$ cat src/rtl/load_store_unit.sv
// MEM-stage load/store initiator: registers one access, holds it on the memory port until Mready_i,
// stalls the pipeline meanwhile. Optional misaligned-access trap enabled by `define LSU_MISALIGN_TRAP_EN.
module load_store_unit #(
    parameter int TIMEOUT_CYCLES = 256,
    parameter int CNT_W          = 9
) (
    input  logic        clk,
    input  logic        rst,
    input  logic        ReqValid_i,
    input  logic        ReqWrite_i,
    input  logic [31:0] ReqAddr_i,
    input  logic [31:0] ReqWData_i,
    input  logic [2:0]  ReqFunct3_i,
    output logic        Stall_o,
    output logic        RespValid_o,
    output logic [31:0] RespData_o,
    output logic        Err_o,
    output logic [1:0]  ErrCode_o,
    output logic        Mread_o,
    output logic        Mwrite_o,
    output logic [31:0] Addr_o,
    output logic [31:0] WriteD_o,
    output logic [2:0]  Funct3_o,
    input  logic [31:0] ReadD_i,
    input  logic        Mready_i
);

    typedef enum logic [1:0] {
        IDLE = 2'd0,
        BUSY = 2'd1,
        DONE = 2'd2
    } state_t;

    typedef enum logic [1:0] {
        ERR_NONE     = 2'b00,
        ERR_TIMEOUT  = 2'b01,
        ERR_MISALIGN = 2'b10
    } err_code_t;

    localparam bit               WDOG_EN  = (TIMEOUT_CYCLES != 0);
    localparam logic [CNT_W-1:0] CNT_LAST = WDOG_EN ? CNT_W'(TIMEOUT_CYCLES - 1) : '0;

    state_t           state_q, state_d;
    logic             write_q;
    logic [31:0]      addr_q;
    logic [31:0]      wdata_q;
    logic [2:0]       funct3_q;
    logic [CNT_W-1:0] cnt_q;
    logic [31:0]      resp_data_q;
    logic             err_q;
    err_code_t        err_code_q;

    logic misalign;
    logic timeout_hit;

`ifdef LSU_MISALIGN_TRAP_EN
    // Width encoded in funct3[1:0]; the 64-bit encoding is never legal on this datapath.
    always_comb begin
        misalign = 1'b0;
        unique case (ReqFunct3_i[1:0])
            2'b00:   misalign = 1'b0;
            2'b01:   misalign = ReqAddr_i[0];
            2'b10:   misalign = |ReqAddr_i[1:0];
            default: misalign = 1'b1;
        endcase
    end
`else
    assign misalign = 1'b0;
`endif

    assign timeout_hit = WDOG_EN && (cnt_q == CNT_LAST);

    // NOTE: state_d gets its default before the case so no path leaves it unassigned (no latch).
    always_comb begin
        state_d = state_q;
        unique case (state_q)
            IDLE: begin
                if (ReqValid_i) begin
                    state_d = misalign ? DONE : BUSY;
                end
            end
            BUSY: begin
                if (Mready_i || timeout_hit) begin
                    state_d = DONE;
                end
            end
            DONE:    state_d = IDLE;
            default: state_d = IDLE;
        endcase
    end

    // NOTE: all state here uses non-blocking assignments so every register samples pre-edge values.
    always_ff @(posedge clk) begin
        if (rst) begin
            state_q     <= IDLE;
            write_q     <= 1'b0;
            addr_q      <= '0;
            wdata_q     <= '0;
            funct3_q    <= '0;
            cnt_q       <= '0;
            resp_data_q <= '0;
            err_q       <= 1'b0;
            err_code_q  <= ERR_NONE;
        end else begin
            state_q <= state_d;
            unique case (state_q)
                IDLE: begin
                    if (ReqValid_i) begin
                        write_q  <= ReqWrite_i;
                        addr_q   <= ReqAddr_i;
                        wdata_q  <= ReqWData_i;
                        funct3_q <= ReqFunct3_i;
                        cnt_q    <= '0;
                        if (misalign) begin
                            resp_data_q <= '0;
                            err_q       <= 1'b1;
                            err_code_q  <= ERR_MISALIGN;
                        end
                    end
                end
                BUSY: begin
                    cnt_q <= cnt_q + CNT_W'(1);
                    // Mready_i takes priority over a watchdog expiry in the same cycle.
                    if (Mready_i) begin
                        resp_data_q <= write_q ? 32'd0 : ReadD_i;
                        err_q       <= 1'b0;
                        err_code_q  <= ERR_NONE;
                    end else if (timeout_hit) begin
                        resp_data_q <= '0;
                        err_q       <= 1'b1;
                        err_code_q  <= ERR_TIMEOUT;
                    end
                end
                default: ;
            endcase
        end
    end

    assign Mread_o     = (state_q == BUSY) && !write_q;
    assign Mwrite_o    = (state_q == BUSY) &&  write_q;
    assign Addr_o      = addr_q;
    assign WriteD_o    = wdata_q;
    assign Funct3_o    = funct3_q;
    assign Stall_o     = ((state_q == IDLE) && ReqValid_i) || (state_q == BUSY);
    assign RespValid_o = (state_q == DONE);
    assign RespData_o  = resp_data_q;
    assign Err_o       = err_q;
    assign ErrCode_o   = err_code_q;

endmodule

$ cat config.mk
export PLATFORM = sky130hd
export DESIGN_NAME = load_store_unit
export DESIGN_NICKNAME = d
export VERILOG_FILES = /design/src/rtl/load_store_unit.sv
export SDC_FILE = /design/constraint.sdc
export NUM_CORES = 1
export LEC_CHECK = 0
export BUFFER_PORTS_ARGS = -buffer_cell sky130_fd_sc_hd__buf_4
export CORE_MARGIN = 5
export CORE_UTILIZATION = 48
export DETAILED_ROUTE_END_ITERATION = 7
export HOLD_SLACK_MARGIN = 0.03
export PLACE_DENSITY_LB_ADDON = 0.2
export SYNTH_ARGS = -nofsm -noshare
export SYNTH_HDL_FRONTEND = slang
export SYNTH_SLANG_ARGS = --single-unit
$ cat constraint.sdc
create_clock -name clk -period 3.7 [get_ports clk]
set_clock_uncertainty 0.1 [all_clocks]
set_input_delay 0 -clock clk [delete_from_list [all_inputs] [get_ports clk]]
set_output_delay 0 -clock clk [all_outputs]
set_load 0.05 [all_outputs]
==> impl_metrics.yaml <==
run_status:
  status: "completed"
setup_path:
  cp_max_fo: 41
  cp-start-kind: "register"
  regToRegSetupSlack_ns: 1.33
  worstSetupPathType: "register to output pin"
  r2r_cells: 4
  cp.required_ns: 3.60
  r2r-start: "state_q[0]"
  arrival_ns: 2.46
  worstSetupEndpointType: "output pin"
  reg2reg_to: "cnt_q[2]"
logic_synthesis:
  yosys-top-cells-count: "nand2_1, dfxtp_1, a21oi_1"
  synthAdderAreaFrac_pct: 0.630
  synthCells: 438
  synth_compound_area_share_pct: 19.7
  synth_nets: 544
  synth_area_sq_um: 3970
  synthXorXnorAreaFrac_pct: 0
  synth_flop_cell: "dfxtp_1"
  synthMostInstantiatedCell: "nand2_1"
  synth_seq_cells: 112
  yosysTopAreaCell: "dfxtp_1"
  synth_edf_count: 0
  syn_avg_cell_area_sq_um: 9.07
  yosys.area_share.simple_pct: 17.7
  async_flop_share_pct: 0
  synth_top_area_share_pct: 56.4
  seq_area_frac_synth_pct: 56.4
  synth_top_family_by_area: "compound AO/OA/AOI/OAI gates"
  yosys_warnings: 0
  synthMuxAreaShare_pct: 0
  ys_types: 35
  yosys-top-cells-area: "dfxtp_1, nand2_1, a21oi_1"
clocking:
  clock_latency_ns: 0.35
  htree_levels: 3
  clock-root-buffer: "clkbuf_8"
  cts_hold_buf: 101
  ctsResizeCount: 0
  clkTransAtPathRegs_ns: 0.10
  post_cts_buffers: 0
  cts_buffers: 9
  cts.sinks: 112
  cts_tree: "yes"
  clockBufferDepth: 2
timing:
  fmax_mhz: 391
  hold_viol: 0
  slew_headroom_pct: 31.4
  max_slew.worst_pin.slew_ns: 1.03
  finalSetupTns_ns: 0
  period_share_pct: 69.1
  rsz0062_at_grt: "no"
  slew_violations: 0
  setup_viol: 0
  min_period_ns: 2.56
placement:
  dpl.cell_count: 719
  dpl_cell_area_sq_um: 5510
  dp_hpwl_um: 8190
  gp_congestion: 0.816
  port_buffers: 208
routing:
  drtPass1Iterations: 4
  via_count: 4234
  viasPerCell: 5.06
  routed_wl_um: 14300
  drtAntennaViolNets: 0
  drt_iter0_drc: 171
  wl_per_cell_um: 17.0
  drc: 0
final_layout:
  area_growth_pct: 69.9
  stdcell_count: 837
  drive_gt1_share_pct: 35.4
  fin_area_sq_um: 6750
  nNetsFinal: 832
power_and_ir_drop:
  p_sw_uw: 844
  peakVddDrop_mv: 0.241
  combPwrFrac_pct: 23.9
  p_clk_share_pct: 29.4
  p_int_mw: 1.96
  p_leak_nw: 3.01
  pwr_density_cell_nw_per_um2: 415
  seqPwrFrac_pct: 46.7
  swShare_pct: 30.1
floorplanning:
  pin_count: 210
  start_util_pct: 48.9
  die_width_um: 101
  die_h_um: 101
  fp.coreArea_sq_um: 8130
  die_area_sq_um: 10200
  rows: 33
grt:
  antenna_found_initial: 1
  grt_overflow: 0
  grtUsageTotal_pct: 27.4
  grt_max_degree: 83
  grt_pass1_vias: 4381
  grt_pass1_wl_um: 22200
run:
  cap_violations: 0
min_path:
  hp-start: "ReqValid_i"
  hold_depth: 4
  holdPathEnd: "Addr_o[4]"
  hp-class: "input port to register"
how the worst max path moves through the flow:
stage,from,endpoint,slack [ns],cells past startpoint
finish,state_q[0],Stall_o,1.14,4
global route,state_q[0],Stall_o,0.98,4
CTS,state_q[0],Stall_o,1.16,4
detailed placement,state_q[0],cnt_q[2],1.38,4
global placement,state_q[0],cnt_q[2],1.48,4
floorplan,cnt_q[0],RespData_o[10],1.90,8
registers in the layout, indices dropped and copies added (netlist names):
register,count
WriteD_o,32
ErrCode_o,1
state_q,2
write_q,1
RespData_o,32
Addr_o,32
Funct3_o,3
cnt_q,9
cell type report:
cell class / count / area, sq um
repair buffers: 312 / 2610
fillers: 449 / 1380
inverters: 3 / 11.3
clock inverters: 4 / 76.3
multi-input cells: 288 / 1520
flip-flops and latches: 112 / 2240
clock buffers: 12 / 155
well taps: 105 / 131
diodes: 1 / 2.50
worst max-delay path: stages (launching register included):
cell and delay [ns]:
dfxtp_1 0.47, or3b_2 0.75, buf_4 0.48, nand2_1 0.16, buf_4 0.23
metrics by stage:
stage	power, mW	hold slack [ns]	utilization, %	setup WS [ns]
6_report	2.80	0.0817	83.0	1.14
5_1_grt	2.90	0.101	83.0	0.978
4_1_cts	2.79	0.0710	83.0	1.16
3_5_place_dp	1.90	0.108	67.7	1.38
3_3_place_gp	1.89	0.101	67.7	1.48
2_1_floorplan	1.69	-0.00339	-	1.90
cells by family (layout without fill, tap and decap cells):
kind of cell               count (synthesis)  count (layout)
AOI/OAI and AO/OA                        119             119
other                                      1               2
buffers and inverters                     38             331
DFF                                      112             112
and+or+nand+nor                          166             166
adders and majority gates                  2               2
routing by layer:
metal	GRT usage (%)	part of all wire (%)
met5	0	0
met4	10.0	2.2
met3	6.44	8.3
met2	49.6	51
met1	31.1	38
layout by cell type (no fill, tap or decap), types with 2 or more instances in the layout:
cell type / count
nor3_1: 2
dfxtp_1: 112
a21oi_1: 77
clkbuf_8: 11
nand2_1: 140
a22o_1: 3
dlygate4sd3_1: 101
bufinv_16: 2
nand2b_1: 3
ha_1: 2
buf_4: 210
o211ai_1: 3
nor2_1: 3
or3_1: 3
inv_1: 3
a22o_2: 29
nand3_1: 5
power by group through the flow:
stage / clock, mW / sequential [mW] / combinational (mW)
final: 0.824 / 1.31 / 0.668
after global routing: 0.881 / 1.31 / 0.705
after floorplan: 0 / 1.53 / 0.155
after CTS: 0.832 / 1.30 / 0.656
after global placement: 0 / 1.33 / 0.561
after detailed placement: 0 / 1.33 / 0.568
No activity file was read; power rests on OpenSTA's default activity.
